## config.mk

```make
export PLATFORM = sky130hd
export DESIGN_NAME = z80_bus_responder
export DESIGN_NICKNAME = d
export VERILOG_FILES = /design/src/rtl/z80_bus_responder.sv
export SDC_FILE = /design/constraint.sdc
export NUM_CORES = 1
export LEC_CHECK = 0
export BUFFER_PORTS_ARGS = -buffer_cell sky130_fd_sc_hd__buf_2
export CAP_MARGIN = 20
export CORE_MARGIN = 2
export CORE_UTILIZATION = 50
export CTS_BUF_LIST = sky130_fd_sc_hd__clkbuf_4
export DETAILED_ROUTE_END_ITERATION = 7
export MAX_ROUTING_LAYER = met4
export PLACE_DENSITY = 0.86
export SLEW_MARGIN = 25
export SYNTH_ARGS = -nofsm -noshare
export SYNTH_HDL_FRONTEND = slang
export SYNTH_SLANG_ARGS = --single-unit
```

## constraint.sdc

```tcl
create_clock -name clk -period 4.8 [get_ports clk]
set_input_delay 0.48 -clock clk [delete_from_list [all_inputs] [get_ports clk]]
set_output_delay 0.48 -clock clk [all_outputs]
set_load 0.03 [all_outputs]
```

## src/rtl/z80_bus_responder.sv

```systemverilog
// Z80 bus target: decodes CPU bus cycles, forwards them to a local req/ack port, stretches with WAIT, and serves INTA vectors.
// Optional local-ack timeout is enabled by defining Z80_RESP_TIMEOUT_EN.
module z80_bus_responder #(
    parameter int MEM_WAIT = 0,
    parameter int IO_WAIT  = 1,
    parameter int TIMEOUT  = 255
) (
    input  logic        clk,
    input  logic        reset,
    input  logic        m1,
    input  logic        mreq,
    input  logic        iorq,
    input  logic        rd,
    input  logic        wr,
    input  logic        rfsh,
    input  logic [15:0] addr,
    input  logic [7:0]  db_in,
    output logic [7:0]  db_out,
    output logic        db_oe,
    output logic        mwait,
    output logic        intr,
    output logic        lreq,
    output logic        lwe,
    output logic        lio,
    output logic [15:0] laddr,
    output logic [7:0]  lwdata,
    input  logic [7:0]  lrdata,
    input  logic        lack,
    input  logic        irq,
    input  logic [7:0]  int_vec,
    output logic        err
);

    localparam int WAIT_MAX = (MEM_WAIT > IO_WAIT) ? MEM_WAIT : IO_WAIT;
    localparam int CNT_W    = (WAIT_MAX < 2) ? 1 : $clog2(WAIT_MAX + 1);
    localparam logic [CNT_W-1:0] MEM_LOAD = CNT_W'(MEM_WAIT);
    localparam logic [CNT_W-1:0] IO_LOAD  = CNT_W'(IO_WAIT);

    if (MEM_WAIT < 0 || IO_WAIT < 0 || TIMEOUT < 1) begin : g_param_check
        $error("z80_bus_responder: wait counts must be >= 0 and TIMEOUT >= 1");
    end

    typedef enum logic [1:0] {
        S_IDLE,
        S_REQ,
        S_WCNT,
        S_HOLD
    } state_t;

    typedef enum logic [2:0] {
        CYC_NONE,
        CYC_INTA,
        CYC_RFSH,
        CYC_MRD,
        CYC_MWR,
        CYC_IORD,
        CYC_IOWR
    } cyc_t;

    state_t           state, state_nxt;
    cyc_t             cyc;
    logic [CNT_W-1:0] wait_cnt, wait_cnt_nxt;
    logic [7:0]       db_out_nxt;
    logic             db_oe_nxt, mwait_nxt, int_pending_nxt;
    logic             lreq_nxt, lwe_nxt, lio_nxt;
    logic [15:0]      laddr_nxt;
    logic [7:0]       lwdata_nxt;
    logic             bus_idle;

`ifdef Z80_RESP_TIMEOUT_EN
    localparam int TO_W = (TIMEOUT < 2) ? 1 : $clog2(TIMEOUT + 1);
    localparam logic [TO_W-1:0] TO_LAST = TO_W'(TIMEOUT - 1);

    logic [TO_W-1:0] to_cnt, to_cnt_nxt;
    logic            err_nxt;
`else
    // Without the timeout the local side is trusted to answer eventually.
    assign err = 1'b0;
`endif

    // Refresh outranks memory decode so RFSH cycles never reach the local port.
    always_comb begin
        if (m1 && iorq)                 cyc = CYC_INTA;
        else if (rfsh && mreq)          cyc = CYC_RFSH;
        else if (mreq && rd && !rfsh)   cyc = CYC_MRD;
        else if (mreq && wr)            cyc = CYC_MWR;
        else if (iorq && rd && !m1)     cyc = CYC_IORD;
        else if (iorq && wr && !m1)     cyc = CYC_IOWR;
        else                            cyc = CYC_NONE;
    end

    assign bus_idle = !(rd || wr || mreq || iorq);

    always_comb begin
        // NOTE: every next-state value defaults to "hold" first, so no path through the case infers a latch.
        state_nxt       = state;
        wait_cnt_nxt    = wait_cnt;
        db_out_nxt      = db_out;
        db_oe_nxt       = db_oe;
        mwait_nxt       = mwait;
        int_pending_nxt = intr;
        lreq_nxt        = lreq;
        lwe_nxt         = lwe;
        lio_nxt         = lio;
        laddr_nxt       = laddr;
        lwdata_nxt      = lwdata;
`ifdef Z80_RESP_TIMEOUT_EN
        to_cnt_nxt      = to_cnt;
        err_nxt         = err;
`endif

        unique case (state)
            S_IDLE: begin
                unique case (cyc)
                    CYC_INTA: begin
                        db_out_nxt      = int_vec;
                        db_oe_nxt       = 1'b1;
                        int_pending_nxt = 1'b0;
                        state_nxt       = S_HOLD;
                    end
                    CYC_MRD, CYC_MWR, CYC_IORD, CYC_IOWR: begin
                        laddr_nxt    = addr;
                        lwdata_nxt   = db_in;
                        lwe_nxt      = (cyc == CYC_MWR) || (cyc == CYC_IOWR);
                        lio_nxt      = (cyc == CYC_IORD) || (cyc == CYC_IOWR);
                        lreq_nxt     = 1'b1;
                        mwait_nxt    = 1'b1;
                        wait_cnt_nxt = lio_nxt ? IO_LOAD : MEM_LOAD;
`ifdef Z80_RESP_TIMEOUT_EN
                        to_cnt_nxt   = '0;
`endif
                        state_nxt    = S_REQ;
                    end
                    default: ;
                endcase
            end

            S_REQ: begin
                if (lack) begin
                    lreq_nxt = 1'b0;
                    if (!lwe) db_out_nxt = lrdata;
                    if (wait_cnt == '0) begin
                        mwait_nxt = 1'b0;
                        db_oe_nxt = !lwe;
                        state_nxt = S_HOLD;
                    end else begin
                        state_nxt = S_WCNT;
                    end
                end
`ifdef Z80_RESP_TIMEOUT_EN
                else if (to_cnt == TO_LAST) begin
                    lreq_nxt   = 1'b0;
                    db_out_nxt = 8'hFF;
                    err_nxt    = 1'b1;
                    mwait_nxt  = 1'b0;
                    db_oe_nxt  = !lwe;
                    state_nxt  = S_HOLD;
                end else begin
                    to_cnt_nxt = to_cnt + 1'b1;
                end
`endif
            end

            S_WCNT: begin
                wait_cnt_nxt = wait_cnt - 1'b1;
                if (wait_cnt == CNT_W'(1)) begin
                    mwait_nxt = 1'b0;
                    db_oe_nxt = !lwe;
                    state_nxt = S_HOLD;
                end
            end

            // Waiting for the CPU to release the strobes keeps one bus cycle from being decoded twice.
            S_HOLD: begin
                if (bus_idle) begin
                    db_oe_nxt = 1'b0;
                    state_nxt = S_IDLE;
                end
            end

            default: state_nxt = S_IDLE;
        endcase

        // A set strobe on the acknowledge edge beats the clear.
        if (irq) int_pending_nxt = 1'b1;
    end

    always_ff @(posedge clk) begin
        if (reset) begin
            state    <= S_IDLE;
            wait_cnt <= '0;
            db_out   <= '0;
            db_oe    <= 1'b0;
            mwait    <= 1'b0;
            intr     <= 1'b0;
            lreq     <= 1'b0;
            lwe      <= 1'b0;
            lio      <= 1'b0;
            laddr    <= '0;
            lwdata   <= '0;
`ifdef Z80_RESP_TIMEOUT_EN
            to_cnt   <= '0;
            err      <= 1'b0;
`endif
        end else begin
            // NOTE: registers take their next value with non-blocking assignments so every flop samples the same pre-edge state.
            state    <= state_nxt;
            wait_cnt <= wait_cnt_nxt;
            db_out   <= db_out_nxt;
            db_oe    <= db_oe_nxt;
            mwait    <= mwait_nxt;
            intr     <= int_pending_nxt;
            lreq     <= lreq_nxt;
            lwe      <= lwe_nxt;
            lio      <= lio_nxt;
            laddr    <= laddr_nxt;
            lwdata   <= lwdata_nxt;
`ifdef Z80_RESP_TIMEOUT_EN
            to_cnt   <= to_cnt_nxt;
            err      <= err_nxt;
`endif
        end
    end

endmodule

```

==> results of run 1 <==
state kept, by name, summed over array words and instances (netlist names):
signal	count
db_oe	1
db_out	8
intr	1
laddr	16
lio	1
lreq	1
lwdata	8
lwe	1
mwait	1
state	2
wait_cnt	1
cells in the final DEF (no fill, tap or decap), drive strengths merged, types with 2 or more instances in the layout:
cell type	Yosys	final
clkbuf	8	5
a31oi	3	3
ha	4	4
buf	4	89
inv	6	6
nor2	14	14
nand2b	3	3
o21ai	5	5
nor2b	2	2
nand3b	2	2
nand3	2	2
a211oi	8	8
a2111oi	2	2
nand2	51	51
nor4	2	2
dfxtp	41	41
a21oi	30	30
mux2i	11	11
power by group:
part / internal, mW / switching [mW] / total, mW
clock network: 0.106 / 0.103 / 0.209
registers: 0.419 / 0.0454 / 0.464
logic: 0.224 / 0.420 / 0.644
total: 0.749 / 0.568 / 1.32
final cells by class:
class | count | area (sq um) | share of cell area, %
sequential | 41 | 821 | 35.2
clock inverter | 2 | 35.0 | 1.50
multi-input combinational | 158 | 907 | 38.9
timing repair buffer | 89 | 454 | 19.5
inverter | 6 | 22.5 | 0.965
clock buffer | 5 | 37.5 | 1.61
tap | 46 | 57.6 | 2.47
layer usage:
| metal | track usage [%] | vias to the layer above | share of wire, % |
|---|---|---|---|
| li1 | - | 917 | - |
| met1 | 24.8 | 808 | 42 |
| met2 | 36.1 | 77 | 49 |
| met3 | 6.69 | 5 | 8.1 |
| met4 | 7.07 | 0 | 0.98 |
| met5 | - | - | 0 |
worst min-delay path by stage:
stage,start,to,cells after the start
after global routing,addr[9],laddr[9]$_SDFFE_PP0P_,3
after CTS,irq,intr$_SDFFE_PP0P_,3
after detailed placement,laddr[5]$_SDFFE_PP0P_,laddr[5]$_SDFFE_PP0P_,2
after global placement,lio$_SDFFE_PP0P_,lio$_SDFFE_PP0P_,2
final,irq,intr$_SDFFE_PP0P_,3
after floorplan,state[1]$_SDFFE_PP0P_,state[1]$_SDFFE_PP0P_,2
worst max-delay path, cell delays in order (launching register included):
cell,delay [ns]
dfxtp_1,0.35
inv_1,0.10
ha_1,0.59
nand3b_1,0.20
a21oi_2,0.57
nor2_1,0.09
a211oi_1,0.28
cell usage after synthesis (3+ instances only):
master / count / area share (%)
nand2b_1: 3 / 1.0
nor2_1: 14 / 2.9
mux2i_1: 11 / 6.1
a211oi_1: 8 / 3.3
a31oi_1: 3 / 1.0
nand2_1: 51 / 11
dfxtp_1: 41 / 46
o21ai_0: 5 / 1.4
inv_1: 6 / 1.3
clkbuf_1: 8 / 1.7
ha_1: 4 / 2.8
a21oi_1: 30 / 8.4
cells by family after synthesis:
group	count (synthesis)	share of synthesized area, %
mux	11	6.12
buf+inv	18	4.11
flops	41	45.7
compound gates	58	19.7
fa+ha+maj	4	2.78
other cells	1	0.209
simple gates	84	21.4
per-stage QoR:
stage / util [%] / power, mW / cell area [sq um]
after detailed placement: 66.3 / 1.10 / 2250
final: 68.9 / 1.32 / 2330
after global placement: 66.3 / 1.09 / 2250
after global routing: 68.9 / 1.41 / 2330
after CTS: 68.4 / 1.32 / 2320
after floorplan: - / 0.943 / 1800
==> impl_summary.log, run 1 <==
[metrics] run status: finished clean
[metrics] dpl hpwl: 3220 um
[metrics] CTS H-tree lvls: 2
[metrics] worst hold path type: in2reg
[metrics] Reg2Reg Launch Point: state[1]$_SDFFE_PP0P_
[metrics] final period utilization: 47.7%
[metrics] count of clock tree sinks: 41
[metrics] wire length of the first global-routing pass: 6800 um
[metrics] worst reg-to-reg setup slack: 2.51 ns
[metrics] Post-synth ARST share: 0%
[metrics] category of the worst setup path launch point: flip-flop
[metrics] least setup slack across all paths after layout: 2.51 ns
[metrics] maximum vdd ir drop: 323 uV
[metrics] Root Buffer Master: clkbuf_4
[metrics] post-CTS sizing: 0
[metrics] Net count, final: 355
[metrics] total clock buffers created by CTS: 5
[metrics] # Post-CTS Setup Buffers: 0
[metrics] distinct cell type count of the synthesized netlist: 40
[metrics] Post-synth top flop: dfxtp_1
[metrics] Global Route Usage Sum: 21.7%
[metrics] mean instance size in the synthesized netlist: 8.29 sq um
[metrics] DIE WIDTH: 64.0 um
[metrics] post-layout instance count excluding filler cells: 347
[metrics] initial antenna violation count: 0
[metrics] leakage component of the power: 1.08 nW
[metrics] combined area of all synthesized cells: 1800 sq um
[metrics] number of vias per cell after detailed routing: 5.21
[metrics] Pwr per Cell Area: 564 nW/um^2
[metrics] detailed-router iteration count before antenna repair: 4
[metrics] crit path capture type: flip-flop
[metrics] wire length per cell: 12.3 um
[metrics] IO Count: 89
[metrics] largest net degree at the start of global routing: 43
[metrics] vertical die dimension: 64.0 um
[metrics] CP arrival: 2.53 ns
[metrics] Core Region: 3390 sq um
[metrics] DRC viols: 0
[metrics] TritonCTS clock tree: yes
[metrics] antenna diode instance count: 0
[metrics] count of nets left with antenna violations after detail routing: 0
[metrics] number of buffers on the longest clock path: 2
[metrics] number of synthesized register bits: 41
[metrics] Critical Setup Path Class: reg2reg
[metrics] Period minus WS final: 2.29 ns
[metrics] maximum clock rate: 437 MHz
[metrics] IO buf count: 87
[metrics] gr ovfl total: 0
[metrics] Post-Route WL: 4280 um
[metrics] total negative setup slack: 0 ns
[metrics] post-synthesis net count: 271
[metrics] final weighted congestion of routability-driven global placement: 0.880
[metrics] post-placement setup slack: 2.25 ns
[metrics] final hold violation count: 0
[metrics] initial standard-cell utilization of the core: 53.0%
[metrics] clock latency at the later pin of the worst-skew pair: 0.34 ns
[metrics] clk_skew: 0.00652 ns
[metrics] via count: 1,807
[metrics] post-synthesis cell count: 217
[metrics] Setup Viol. Count Final: 0
[metrics] starting DRC count in detailed routing: 94
[metrics] Worst R2R Path Depth: 6
[metrics] Clk pin slew, worst setup/hold paths: 0.11 ns
[metrics] count of fill cells added during filler insertion: 285
[metrics] Inst Count DP: 339
[metrics] terminus of the critical flop-to-flop path: db_out[6]$_SDFFE_PP0P_
[metrics] actual transition at the worst max-transition pin: 0.746 ns
[metrics] count of final max-slew check failures: 0
[metrics] maximum fanout encountered on the critical timing path: 16
[metrics] quantity of hold-fixing buffers added after cts: 0
[metrics] register area share after synthesis: 45.7%
[metrics] CP endpoint: db_out[6]$_SDFFE_PP0P_
[metrics] synthesis-to-finish area growth: 29.9%
[metrics] count of warnings emitted by yosys: 0
[metrics] number of core rows: 21
[metrics] relative slew slack: 50.3%
[metrics] first element of the critical path: state[1]$_SDFFE_PP0P_
[metrics] unrepaired setup endpoints after global routing: false
[metrics] max capacitance violation total: 0
[metrics] required time of the worst setup path: 5.04 ns
[metrics] Min Hold Slack: 0.340 ns
[metrics] proportion of layout cells with a drive suffix above 1: 33.6%
[metrics] count of flip-flops with a built-in enable after synthesis: 0
[metrics] via count of the first global-routing pass: 1,588
[metrics] Die Footprint: 4090 sq um
(Power assumes the default switching activity.)
==> inputs of run 2 (changes only) <==
- ABC_AREA: unset -> 1
- CORE_UTILIZATION: 50 -> 43
- PLACE_DENSITY: 0.86 -> 0.78
- clock period: 4.8 -> 2.1 ns (I/O delays scaled with it)
==> impl_summary.log, run 2 <==
[metrics] via count of the first global-routing pass: 1,637 (+3.1%)
[metrics] number of synthesized register bits: 41 (unchanged)
[metrics] category of the worst setup path launch point: flip-flop
[metrics] met2 layer wire length in the routed design: 1980 um (-5.4%)
[metrics] CP delay by family, top: flip-flops
[metrics] worst hold path type: in2reg
[metrics] number of core rows: 23 (+9.5%)
[metrics] required time of the worst setup path: 2.37 ns (-2.67 ns)
[metrics] wire length of the first global-routing pass: 7000 um (+2.9%)
[metrics] final period utilization: 84.5% (+37 points)
[metrics] wire length on met1: 1800 um (+0.45%)
[metrics] Critical Setup Path Class: reg2reg
[metrics] slowest library cell on the worst path: dfxtp_1
[metrics] cell type with the highest occurrence count on the critical path: inv_1
[metrics] mean instance size in the synthesized netlist: 7.19 sq um (-13%)
[metrics] Net count, final: 400 (+13%)
[metrics] clk_skew: 0.0124 ns (+0.00590 ns)
[metrics] vertical die dimension: 69.9 um (+9.3%)
[metrics] count of clock tree sinks: 41 (unchanged)
[metrics] Min Hold Slack: 0.104 ns (-0.237 ns)
[metrics] Period minus WS final: 1.77 ns (-0.517 ns)
[metrics] maximum clock rate: 564 MHz (+29%)
[metrics] WP buf/inv: 2 (+1)
[metrics] Post-synth ARST share: 0% (unchanged)
[metrics] largest net degree at the start of global routing: 30 (-30%)
[metrics] count of final max-slew check failures: 0 (unchanged)
[metrics] DRC viols: 0 (unchanged)
[metrics] least setup slack across all paths after layout: 0.326 ns (-2.18 ns)
[metrics] DIE WIDTH: 69.9 um (+9.3%)
[metrics] Clk pin slew, worst setup/hold paths: 0.11 ns (about the same)
[metrics] Pwr per Cell Area: 1320 nW/um^2 (+130%)
[metrics] number of buffers on the longest clock path: 2 (unchanged)
[metrics] combined area of all synthesized cells: 1870 sq um (+4.0%)
[metrics] clock latency at the later pin of the worst-skew pair: 0.34 ns (about the same)
[metrics] count of nets left with antenna violations after detail routing: 0 (unchanged)
[metrics] most numerous cell in the Yosys netlist: nor2_1
[metrics] synth cell count leaders: 65 x nor2_1, 48 x nand2_1, 41 x dfxtp_1
[metrics] worst reg-to-reg setup slack: 0.33 ns (-2.18 ns)
[metrics] initial standard-cell utilization of the core: 45.7% (-7.3 points)
[metrics] IO buf count: 87 (unchanged)
[metrics] Core Region: 4090 sq um (+21%)
[metrics] total negative setup slack: 0 ns (unchanged)
[metrics] synth top area cells: dfxtp_1 44%, nor2_1 13%, nand2_1 9.6%
[metrics] leakage component of the power: 1.22 nW (+13%)
[metrics] antenna diode instance count: 0 (unchanged)
[metrics] biggest regs: laddr (16), db_out (8), lwdata (8)
[metrics] distinct cell type count of the synthesized netlist: 30 (-25%)
[metrics] commonest non-fill, non-tap cell in the layout: buf_2
[metrics] share of the synthesized area in the top cell type: 43.9% (-1.7 points)
[metrics] Root Buffer Master: clkbuf_4
[metrics] Post-synth top flop: dfxtp_1
[metrics] count of warnings emitted by yosys: 0 (unchanged)
[metrics] cell taking the most area after synthesis: dfxtp_1
[metrics] area of all placed cells without fillers: 2370 sq um (+1.4%)
[metrics] commonest cells after routing, fill and taps aside: 87 x buf_2, 65 x nor2_1, 48 x nand2_1
[metrics] max capacitance violation total: 0 (unchanged)
[metrics] register area share after synthesis: 43.9% (-1.7 points)
[metrics] maximum vdd ir drop: 786 uV (+140%)
[metrics] critical path, cell by cell: inv_1, ha_1, inv_1, nor2_1, nor2_4, o21ai_0, a31oi_1
[metrics] maximum fanout encountered on the critical timing path: 16 (unchanged)
[metrics] Post-Route WL: 4150 um (-2.9%)
[metrics] wire length per cell: 10.5 um (-15%)
[metrics] total clock buffers created by CTS: 5 (unchanged)
[metrics] synthesis-to-finish area growth: 26.6%
[metrics] # Post-CTS Setup Buffers: 0 (unchanged)
[metrics] CTS H-tree lvls: 2 (unchanged)
[metrics] proportion of layout cells with a drive suffix above 1: 31.5% (-2.1 points)
[metrics] final hold violation count: 0 (unchanged)
[metrics] number of flip-flops in the largest register: 16 (unchanged)
[metrics] initial antenna violation count: 0 (unchanged)
[metrics] gr ovfl total: 0 (unchanged)
[metrics] count of flip-flops with a built-in enable after synthesis: 0 (unchanged)
[metrics] run status: finished clean
[metrics] detailed-router iteration count before antenna repair: 4 (unchanged)
[metrics] via count: 1,891 (+4.6%)
[metrics] final weighted congestion of routability-driven global placement: 0.801 (-9.1%)
[metrics] Slowest Stage Delay on Critical Path: 0.44 ns (-0.15 ns)
[metrics] post-synthesis net count: 314 (+16%)
[metrics] post-placement setup slack: 0.340 ns (-1.91 ns)
[metrics] post-placement cell area: 2320 sq um (+3.2%)
[metrics] quantity of hold-fixing buffers added after cts: 0 (unchanged)
[metrics] Setup Viol. Count Final: 0 (unchanged)
[metrics] dpl hpwl: 3090 um (-3.9%)
[metrics] post-CTS sizing: 0 (unchanged)
[metrics] CP arrival: 2.05 ns (-0.48 ns)
[metrics] number of vias per cell after detailed routing: 4.78 (-8.3%)
[metrics] crit path capture type: flip-flop
[metrics] post-synthesis cell count: 260 (+20%)
[metrics] Inst Count DP: 389 (+15%)
[metrics] Global Route Usage Sum: 17.8% (-3.9 points)
[metrics] DR top layer: met4
[metrics] Die Footprint: 4890 sq um (+20%)
[metrics] met3 layer wire length in the routed design: 334 um (-3.5%)
[metrics] count of fill cells added during filler insertion: 402 (+41%)
[metrics] post-layout instance count excluding filler cells: 396 (+14%)
[metrics] starting DRC count in detailed routing: 143 (+52%)
[metrics] unrepaired setup endpoints after global routing: false
[metrics] IO Count: 89 (unchanged)
[metrics] Biggest register: laddr
[metrics] TritonCTS clock tree: yes
-- run 2: cell count changes in the layout (fill, tap and decap cells not counted), sizes merged, moves of 5 or more --
cell	previous run	this run
a211oi	8	0
a21oi	30	7
a31oi	3	8
inv	6	17
mux2i	11	0
nor2	14	67
o21ai	5	37
-- run 2: final cells by class --
class	count	area (sq um)	area share, %
multi-input cells	191	911	38.5
clock inverters	2	11.3	0.476
inverters	17	66.3	2.80
clock buffers	5	37.5	1.59
flip-flops and latches	41	821	34.7
repair buffers	90	458	19.3
well taps	50	62.6	2.64
-- run 2: final timing paths --
check,endpoint,from,depth (start not counted)
worst min register to register,db_oe$_SDFFE_PP0P_,db_oe$_SDFFE_PP0P_,2
worst max-delay path,db_out[1]$_SDFFE_PP0P_,state[0]$_SDFFE_PP0P_,7
worst max register to register,db_out[1]$_SDFFE_PP0P_,state[0]$_SDFFE_PP0P_,7
worst min-delay path,intr$_SDFFE_PP0P_,irq,3
-- run 2: metal layers --
layer  GRT usage (%)  vias up
li1                -     1006
met1            21.0      812
met2            30.2       69
met3            4.18        4
met4            5.13        0
met5               -        -
-- run 2: worst reg2reg max path, cell delays in order (launching register included) --
cell	delay [ns]
dfxtp_1	0.44
inv_1	0.09
ha_1	0.28
inv_1	0.19
nor2_1	0.14
nor2_4	0.29
o21ai_0	0.13
a31oi_1	0.15
-- run 2: cell families (layout without fill, tap and decap cells) --
kind of cell,Yosys count,count (layout),synth area share [%]
adder cells (fa/ha/maj),4,4,2.68
AND/OR/NAND/NOR,131,131,30.0
AO/OA/AOI/OAI,55,55,15.9
other,1,1,0.201
buffers and inverters,28,114,7.36
flip-flops,41,41,43.9
-- run 2: power breakdown --
group	switching [mW]	internal [mW]	total (mW)
registers	0.108	0.995	1.10
clock network	0.242	0.121	0.362
logic	1.13	0.525	1.65
total	1.48	1.64	3.12
-- run 2: metrics by stage --
| stage | total power, mW | utilization, % |
|---|---|---|
| floorplan | 2.41 | - |
| global placement | 2.76 | 56.7 |
| detailed placement | 2.79 | 56.7 |
| CTS | 3.15 | 57.9 |
| global route | 3.39 | 57.9 |
| finish | 3.12 | 57.9 |
